## config.mk

```make
export PLATFORM = sky130hd
export DESIGN_NAME = debug_uart_tx_arbiter_flat
export DESIGN_NICKNAME = d
export VERILOG_FILES = /design/src/rtl/debug_uart_tx_arbiter_if.sv /design/src/rtl/debug_uart_tx_arbiter.sv /design/src/flat_wrapper.sv
export SDC_FILE = /design/constraint.sdc
export NUM_CORES = 1
export LEC_CHECK = 0
export ABC_CLOCK_PERIOD_IN_PS = 3010
export CELL_PAD_IN_SITES_DETAIL_PLACEMENT = 1
export CELL_PAD_IN_SITES_GLOBAL_PLACEMENT = 1
export CORE_MARGIN = 4
export CORE_UTILIZATION = 40
export DETAILED_ROUTE_END_ITERATION = 6
export PLACE_DENSITY_LB_ADDON = 0.1
export SLEW_MARGIN = 20
export SYNTH_ARGS = -nofsm -noshare
export SYNTH_HDL_FRONTEND = slang
export SYNTH_SLANG_ARGS = --single-unit
```

## constraint.sdc

```tcl
create_clock -name clk -period 3.01 [get_ports clk]
set_clock_uncertainty 0.1 [all_clocks]
set_input_delay 0.602 -clock clk [delete_from_list [all_inputs] [get_ports clk]]
set_output_delay 0.602 -clock clk [all_outputs]
set_load 0.02 [all_outputs]
```

## src/rtl/debug_uart_tx_arbiter_if.sv

```systemverilog
// Byte-source, UART-handshake and status signals of the debug UART TX arbiter.
// master = bus/trace/uart side, slave = arbiter.
interface debug_uart_tx_arbiter_if #(
  parameter int FIFO_DEPTH = 4
);
  localparam int LW = $clog2(FIFO_DEPTH) + 1;

  logic          s0_valid;
  logic [7:0]    s0_data;
  logic          s0_full;
  logic          s1_valid;
  logic [7:0]    s1_data;
  logic          s1_ready;
  logic          tx_en;
  logic [7:0]    tx_data;
  logic          tx_busy;
  logic          status_busy;
  logic          overflow;
  logic          overflow_clr;
  logic [LW-1:0] s0_level;

  modport master (
    output s0_valid, s0_data, s1_valid, s1_data, tx_busy, overflow_clr,
    input  s0_full, s1_ready, tx_en, tx_data, status_busy, overflow, s0_level
  );

  modport slave (
    input  s0_valid, s0_data, s1_valid, s1_data, tx_busy, overflow_clr,
    output s0_full, s1_ready, tx_en, tx_data, status_busy, overflow, s0_level
  );
endinterface

```

## src/rtl/debug_uart_tx_arbiter.sv

```systemverilog
// Round-robin arbiter draining two byte FIFOs (CPU writes, trace stream) into
// the single debug uart_tx start/busy handshake.
module debug_uart_tx_arbiter_fifo #(
  parameter int DEPTH = 4
) (
  input  logic                     clk,
  input  logic                     rst_n,
  input  logic                     i_push,
  input  logic [7:0]               i_data,
  input  logic                     i_pop,
  output logic [7:0]               o_data,
  output logic                     o_full,
  output logic                     o_empty,
  output logic [$clog2(DEPTH):0]   o_level
);
  localparam int AW = $clog2(DEPTH);

  logic [DEPTH-1:0][7:0] r_mem;
  logic [AW:0]           r_wp, r_rp;

  always_ff @(posedge clk) begin
    if (i_push) r_mem[r_wp[AW-1:0]] <= i_data;
  end

  always_ff @(posedge clk or negedge rst_n) begin
    if (!rst_n) begin
      r_wp <= '0;
      r_rp <= '0;
    end else begin
      if (i_push) r_wp <= r_wp + 1'b1;
      if (i_pop)  r_rp <= r_rp + 1'b1;
    end
  end

  // Extra pointer MSB distinguishes full from empty when indices match.
  assign o_data  = r_mem[r_rp[AW-1:0]];
  assign o_empty = (r_wp == r_rp);
  assign o_full  = (r_wp[AW] != r_rp[AW]) && (r_wp[AW-1:0] == r_rp[AW-1:0]);
  assign o_level = r_wp - r_rp;
endmodule

module debug_uart_tx_arbiter #(
  parameter int FIFO_DEPTH   = 4,
  parameter int BUSY_TIMEOUT = 3
) (
  input logic                  clk,
  input logic                  rst_n,
  debug_uart_tx_arbiter_if.slave bus
);
  localparam int NSRC = 2;
  localparam int LW   = $clog2(FIFO_DEPTH) + 1;
  localparam int CW   = $clog2(BUSY_TIMEOUT + 1);

  typedef enum logic [1:0] {IDLE, START, WAIT_BUSY, WAIT_DONE} state_t;

  state_t                     r_state, w_next;
  logic                       r_ptr, w_ptr_nxt;
  logic                       r_src;
  logic                       w_gnt, w_grant;
  logic [CW-1:0]              r_cnt, w_cnt_nxt, w_cnt_inc;
  logic [7:0]                 r_tx_data;
  logic                       r_ovf;
  logic                       w_tx_en;

  logic [NSRC-1:0]            w_push, w_pop, w_full, w_empty;
  logic [NSRC-1:0][7:0]       w_din, w_head;
  logic [NSRC-1:0][LW-1:0]    w_lvl;

  assign w_din[0]  = bus.s0_data;
  assign w_din[1]  = bus.s1_data;
  // A pop in the same cycle frees a slot, so a full s0 FIFO still accepts.
  assign w_push[0] = bus.s0_valid && (!w_full[0] || w_pop[0]);
  assign w_push[1] = bus.s1_valid && !w_full[1];

  for (genvar g = 0; g < NSRC; g++) begin : g_src
    debug_uart_tx_arbiter_fifo #(.DEPTH(FIFO_DEPTH)) u_fifo (
      .clk     (clk),
      .rst_n   (rst_n),
      .i_push  (w_push[g]),
      .i_data  (w_din[g]),
      .i_pop   (w_pop[g]),
      .o_data  (w_head[g]),
      .o_full  (w_full[g]),
      .o_empty (w_empty[g]),
      .o_level (w_lvl[g])
    );
  end

  assign w_cnt_inc = r_cnt + 1'b1;

  always_comb begin
    w_next    = r_state;
    w_ptr_nxt = r_ptr;
    w_cnt_nxt = r_cnt;
    w_gnt     = r_ptr;
    w_grant   = 1'b0;
    w_pop     = '0;
    w_tx_en   = 1'b0;
    case (r_state)
      IDLE: begin
        // A busy line held by another user blocks any new grant.
        if (!bus.tx_busy && !(&w_empty)) begin
          w_gnt        = (w_empty == 2'b00) ? r_ptr : w_empty[0];
          w_grant      = 1'b1;
          w_pop[w_gnt] = 1'b1;
          w_next       = START;
        end
      end
      START: begin
        w_tx_en   = 1'b1;
        w_cnt_nxt = '0;
        w_next    = WAIT_BUSY;
      end
      WAIT_BUSY: begin
        if (bus.tx_busy) begin
          w_next = WAIT_DONE;
        end else if (w_cnt_inc == CW'(BUSY_TIMEOUT)) begin
          w_next    = IDLE;
          w_ptr_nxt = ~r_src;
        end else begin
          w_cnt_nxt = w_cnt_inc;
        end
      end
      WAIT_DONE: begin
        if (!bus.tx_busy) begin
          w_next    = IDLE;
          w_ptr_nxt = ~r_src;
        end
      end
      default: w_next = IDLE;
    endcase
  end

  always_ff @(posedge clk or negedge rst_n) begin
    if (!rst_n) begin
      r_state   <= IDLE;
      r_ptr     <= 1'b0;
      r_src     <= 1'b0;
      r_cnt     <= '0;
      r_tx_data <= 8'h00;
      r_ovf     <= 1'b0;
    end else begin
      r_state <= w_next;
      r_ptr   <= w_ptr_nxt;
      r_cnt   <= w_cnt_nxt;
      if (w_grant) begin
        r_src     <= w_gnt;
        r_tx_data <= w_head[w_gnt];
      end
      if (bus.s0_valid && w_full[0] && !w_pop[0]) r_ovf <= 1'b1;
      else if (bus.overflow_clr)                  r_ovf <= 1'b0;
    end
  end

  assign bus.tx_en       = w_tx_en;
  assign bus.tx_data     = r_tx_data;
  assign bus.s0_full     = w_full[0];
  assign bus.s1_ready    = !w_full[1];
  assign bus.s0_level    = w_lvl[0];
  assign bus.overflow    = r_ovf;
  assign bus.status_busy = (r_state != IDLE) || (|w_lvl);
endmodule

```

## src/flat_wrapper.sv

```systemverilog
// flat-port wrapper written by rule: the top's interface ports become plain ports
module debug_uart_tx_arbiter_flat 
#(
  parameter int FIFO_DEPTH   = 4,
  parameter int BUSY_TIMEOUT = 3
)
  (clk, rst_n, bus_s0_valid, bus_s0_data, bus_s1_valid, bus_s1_data, bus_tx_busy, bus_overflow_clr, bus_s0_full, bus_s1_ready, bus_tx_en, bus_tx_data, bus_status_busy, bus_overflow, bus_s0_level);
  debug_uart_tx_arbiter_if #(.FIFO_DEPTH(FIFO_DEPTH)) bus_i ();
  input logic clk;
  input logic rst_n;
  input wire logic [$bits(bus_i.s0_valid)-1:0] bus_s0_valid;
  input wire logic [$bits(bus_i.s0_data)-1:0] bus_s0_data;
  input wire logic [$bits(bus_i.s1_valid)-1:0] bus_s1_valid;
  input wire logic [$bits(bus_i.s1_data)-1:0] bus_s1_data;
  input wire logic [$bits(bus_i.tx_busy)-1:0] bus_tx_busy;
  input wire logic [$bits(bus_i.overflow_clr)-1:0] bus_overflow_clr;
  output wire logic [$bits(bus_i.s0_full)-1:0] bus_s0_full;
  output wire logic [$bits(bus_i.s1_ready)-1:0] bus_s1_ready;
  output wire logic [$bits(bus_i.tx_en)-1:0] bus_tx_en;
  output wire logic [$bits(bus_i.tx_data)-1:0] bus_tx_data;
  output wire logic [$bits(bus_i.status_busy)-1:0] bus_status_busy;
  output wire logic [$bits(bus_i.overflow)-1:0] bus_overflow;
  output wire logic [$bits(bus_i.s0_level)-1:0] bus_s0_level;
  assign bus_i.s0_valid = bus_s0_valid;
  assign bus_i.s0_data = bus_s0_data;
  assign bus_i.s1_valid = bus_s1_valid;
  assign bus_i.s1_data = bus_s1_data;
  assign bus_i.tx_busy = bus_tx_busy;
  assign bus_i.overflow_clr = bus_overflow_clr;
  assign bus_s0_full = bus_i.s0_full;
  assign bus_s1_ready = bus_i.s1_ready;
  assign bus_tx_en = bus_i.tx_en;
  assign bus_tx_data = bus_i.tx_data;
  assign bus_status_busy = bus_i.status_busy;
  assign bus_overflow = bus_i.overflow;
  assign bus_s0_level = bus_i.s0_level;
  debug_uart_tx_arbiter #(.FIFO_DEPTH(FIFO_DEPTH), .BUSY_TIMEOUT(BUSY_TIMEOUT)) u_core (.clk(clk), .rst_n(rst_n), .bus(bus_i));
endmodule
```

; Word level (Yosys, flattened, before mapping)
; Index checks and enable logic that the tools add are counted.
; Widths: inputs -> output; s select.
[word_totals]
ff_bits = 91
latchBits = 0
mem_bits_rw = 0
rom_bits = 0
input_bits = 22
output_inout_bits = 16
wordCells = 115
mem_count = 0
[classes]
n_addsub = 7
n_mul = 0
div = 0
magnitude_cmp = 9
n_eq_ne = 16
n_shift = 0
muxes = 36
n_bitwise = 1
reduce_logical = 28
[ops]
columns = operator, count
row1 = $bwmux 32, 2
row2 = $mux 8, 6
row3 = $bmux 8 s2, 2
row4 = $demux 8 s2, 2
row5 = $mux 2, 8
row6 = $add 3x1->3 const B, 4
row7 = $lt 2x3->1 const B, 4
row8 = $mux 1, 12
row9 = $logic_and 1x1->1, 10
row10 = $pmux 2 s4, 1
row11 = $reduce_bool 2->1, 4
row12 = $eq 2x2->1 const B, 3
row13 = $eq 3x3->1, 2
row14 = $ne 2x2->1 const B, 3
row15 = $reduce_and 3->1, 2
row16 = $reduce_or 6->1, 1
row17 = $sub 3x3->3, 2
row18 = $logic_not 1->1, 5
row19 = $eq 2x2->1, 2
row20 = $ge 2x1->1 const B, 2
row21 = $logic_not 2->1, 2
row22 = $lt 1x2->1 const B, 2
row23 = $ne 2x1->1 const B, 2
row24 = $pmux 2 s2, 1
row25 = 11 further kinds, 13

; Logic depth before layout (Yosys ltp)
[logic_depth]
word_depth = 12
ltp_mapped = 8

; Modules after synthesis
; From an unflattened synthesis, not the netlist that was laid out.
[hier_totals]
hier_cells = 229
area_unflattened_um2 = 3870.0
[by_module_without_submodules]
columns = module, instances, cells_each, area_each_um2, seq_area_each_um2
row1 = debug_uart_tx_arbiter_fifo, 2, 79, 1546.5, 1111.1
row2 = debug_uart_tx_arbiter, 1, 71, 777.0, 375.4

; Worst setup path before layout
; No wires, ideal clock.
[synth_timing]
kind = register -> output
start = register u_core.g_src[0].u_fifo.r_wp[0]
end = output bus_status_busy
t_arrival_ns = 1.857
required_time_ns = 2.308
slack_ns = 0.451
stages_incl_launch_ff = 7
path_buffers = 0
cell_sequence = dfrtp_1 inv_1 ha_1 fa_1 xnor2_1 nor2_1 nand4_1
[synth_between]
elab_chain_cells = 3
[synth_rtl]
columns = item, line_no
row1 = "start, declared", debug_uart_tx_arbiter.sv:19  ; logic [AW:0] r_wp, r_rp;
row2 = "start signal, assigned", debug_uart_tx_arbiter.sv:30  ; if (i_push) r_wp <= r_wp + 1'b1;
row3 = $sub 3x3->3, debug_uart_tx_arbiter.sv:39  ; assign o_level = r_wp - r_rp;
row4 = via bus_s0_level[2], flat_wrapper.sv:23  ; output wire logic [$bits(bus_i.s0_level)-1:0] bus_s0_level;
row5 = $reduce_or 6->1, debug_uart_tx_arbiter.sv:161  ; assign bus.status_busy = (r_state != IDLE) || (|w_lvl);
row6 = $logic_or 1x1->1, debug_uart_tx_arbiter.sv:161
row7 = "end, declared", flat_wrapper.sv:21  ; output wire logic [$bits(bus_i.status_busy)-1:0] bus_status_busy;
; The timed path passes the listed nets, and every way through them passes these cells.

; Worst setup path in the final report
[layout_timing]
start = register u_core.g_src[0].u_fifo.r_wp[0]
end = output bus_s0_full
[layout_between]
elab_chain_cells = 2
[layout_rtl]
columns = item, line_no
row1 = $eq 2x2->1, debug_uart_tx_arbiter.sv:38  ; assign o_full = (r_wp[AW] != r_rp[AW]) && (r_wp[AW-1:0] == r_rp[AW-1:0]);
row2 = $logic_and 1x1->1, debug_uart_tx_arbiter.sv:38
row3 = "end, declared", flat_wrapper.sv:17  ; output wire logic [$bits(bus_i.s0_full)-1:0] bus_s0_full;
; No other way between the ends.

==> impl_metrics.csv <==
group,metric,value,unit
power_and_ir_drop,ir_drop,0.0004312,V
cts,cts_buffers,9,
synthesis,synth_fa_ha_area_share,5.741,%
synthesis,netlist_top_cells_area,"edfxtp_1 (48%), dfrtp_1 (17%), mux4_2 (9.1%)",
critical_path,worstPathMaxFanout,4,
timing,finalMaxSlewViolations,0,
routing,vias_per_cell,5.092,
timing,timing.final.crit_share,95.01,%
routing,wl_per_cell,17.66,um
critical_path,arrival,2.16,ns
synthesis,synth_compound_area_share,5.741,%
power_and_ir_drop,p_leak,1.725,nW
layout,layout.nets,327,
synthesis,synth_seq_cells,91,
critical_path,reg2regPathDepth,7,
cts,clk_pin_slew_worst_paths,0.10,ns
power_and_ir_drop,power_density,1053,nW/um^2
synthesis,synth_top_family_by_area,"multiplexers",
timing,final-hold-violation-count,0,
cts,clock_latency,0.36,ns
cts,clock-root-buffer,"clkbuf_8",
synthesis,synthMuxAreaShare,10.13,%
timing,worstMarginPinSlew,0.5454,ns
synthesis,synth_top_area_cell,"edfxtp_1",
routing,wl_met3,232,um
routing,route.met2.wl,3.626,mm
layout,multiInputGateArea,1284,um^2
floorplanning,initial_core_util,40.77,%
synthesis,syn-cell-area,3966,um^2
synthesis,syn_area_per_cell,16.67,um^2
hold_path,hold_path_class,"reg2reg",
cts,cts_buffer_depth,2,
floorplanning,die_h,107.6,um
cts,hold_buffers,0,
synthesis,syn_nets,277,
run_status,status,"completed",
synthesis,synth.distinct_cells,47,
global_routing,antenna_found_initial,0,
cts,cts_tree,"built",
timing,setup_viol,0,
synthesis,synthFlopType,"edfxtp_1",
synthesis,ys_seq_area_share,65.49,%
placement,pre_cts_ws,0.1082,ns
layout,fillCellCount,974,
cts,cts_max_level,3,
synthesis,ys_top_cells_by_count,"edfxtp_1 (64), dfrtp_1 (27), mux4_2 (16), ha_1 (15), nor2_1 (15)",
placement,dp_hpwl,5.316,mm
job,drv_cap,0,
timing,rsz0062_at_grt,"no",
floorplanning,die-area,11570,um^2
routing,drc_errors,0,
critical_path,cp-end-kind,"primary output",
timing,fin_setup_tns,0,ns
floorplanning,die_w,107.6,um
global_routing,grt_pass1_vias,2355,
layout,areaGrowthSynthToFinish,19.12,%
synthesis,synthXorXnorAreaFrac,3.470,%
routing,drtIter0Drc,74,
timing,clock.fmax,0.3497,GHz
floorplanning,rows,36,
layout,antenna_cells,0,
timing,worst_slack,0.1501,ns
placement,io_buffers,37,
routing,routed_wl,7.507,mm
global_routing,grt_max_degree,28,
synthesis,yosysTopAreaCellShare,48.45,%
timing,post-route-min-period,2.860,ns
hold_path,hold-path-cell-count,1,
synthesis,synthCells,238,
cts,clock_sinks,91,
layout,ff_latch_area,2597,um^2
floorplanning,io_pins,38,
critical_path,cp-start-kind,"flop",
synthesis,synth-edff-count,64,
critical_path,worstSetupPathType,"reg2out",
routing,antenna_left,0,
routing,firstDrtPassIters,4,
placement,place_congestion,0.7285,
synthesis,synth_most_common_cell,"edfxtp_1",
routing,wl_met1,3.500,mm
synthesis,synthArstFlopShare,29.67,%
routing,via_count,2164,
layout,drive_gt1_share,19.52,%
global_routing,grt_overflow,0,
global_routing,grt_pass1_wl,12.59,mm
synthesis,synth_simple_gate_area_share,7.098,%
global_routing,grt_use_total,14.68,%
timing,slew_headroom,63.64,%
synthesis,yosysWarnings,0,
routing,highest_layer,"met4",
floorplanning,core_area,9729,um^2
critical_path,crit_required,2.31,ns
## registers in the layout, indices dropped and copies added, names as in the netlist
name / cells
u_core.g_src.u_fifo.r_mem: 64
u_core.bus.tx_data: 8
u_core.g_src.u_fifo.r_rp: 6
u_core.g_src.u_fifo.r_wp: 6
u_core.r_cnt: 2
u_core.r_state: 2
u_core.bus.overflow: 1
u_core.r_ptr: 1
u_core.r_src: 1
## worst paths after layout
path / startpoint / to / slack, ns
hold reg to reg: u_core.r_src / u_core.r_ptr / 0.40
min in group asynchronous: rst_n / u_core.g_src[1].u_fifo.r_wp[0] / 0.53
setup / recovery: u_core.g_src[0].u_fifo.r_wp[0] / bus_s0_full / 0.15
max in group asynchronous: rst_n / u_core.r_state[0] / 2.01
setup reg to reg: u_core.g_src[0].u_fifo.r_wp[0] / u_core.g_src[0].u_fifo.r_mem[1] / 0.78
hold / removal: u_core.r_src / u_core.r_ptr / 0.40
## kinds of logic after synthesis
kind of cell | after synthesis
DFF | 91
and+or+nand+nor | 50
AOI/OAI and AO/OA | 27
buffers and inverters | 20
muxes | 19
adders and majority gates | 17
xor gates and xnor gates | 14
## area by class of cell
class,instances,share of cell area (%)
timing repair buffer,48,9.428
sequential,91,54.98
multi-input combinational,127,27.17
clock inverter,6,1.404
inverter,11,0.8739
tap,133,3.522
clock buffer,9,2.622
## stage by stage
step	total power [W]	hold WS, ns	std cells	cell area [um^2]	utilization [%]
finish	0.004974	0.3987	425	4725	48.56
CTS	0.005040	0.4007	423	4707	48.38
global route	0.005378	0.4097	425	4725	48.56
floorplan	0.003480	0.2064	238	3966	-
detailed placement	0.004246	0.3887	408	4519	46.45
global placement	0.004233	0.3765	408	4519	46.45
## repair_timing
item	in CTS	in global routing
endpoints found under the setup margin	3	2
buffers inserted	0	2
gates resized for setup	4	2
cloned	0	0
## critical path, cell delays in order (launching register included)
cell,delay (ns)
dfrtp_1,0.40
inv_1,0.10
ha_1,0.39
nand2_1,0.15
nor2_1,0.14
clkdlybuf4s50_1,0.62
## cells in the final DEF, fill, tap and decap left out, types with 2 or more instances in the layout
cell	instances
ha_1	15
mux4_2	16
dlygate4sd2_1	2
clkinvlp_4	2
inv_1	11
a22o_1	2
mux2_4	2
clkdlybuf4s50_1	34
nor3_1	8
a21o_1	2
o21ai_0	2
nor2_1	15
and3_1	3
and2_1	4
a21oi_1	3
clkbuf_8	9
xnor2_2	2
o21ai_2	2
o21a_1	2
buf_4	11
nand2_1	6
edfxtp_1	64
fa_1	2
dfrtp_1	27
xnor2_1	4
xor2_1	7
o32ai_1	8
nor4_1	3
## layer usage
| layer | track usage, % | up-vias |
|---|---|---|
| met1 | 19.75 | 1111 |
| met3 | 3.119 | 11 |
| met2 | 22.87 | 33 |
| li1 | - | 1009 |
| met5 | 0 | - |
| met4 | 6.763 | 0 |
## report_power, final
group,switching (W),internal (W)
clock network,0.000428,0.000381
logic,0.00120,0.000989
registers,0.000241,0.00174
Note: power is estimated with default switching activity, not from simulation.
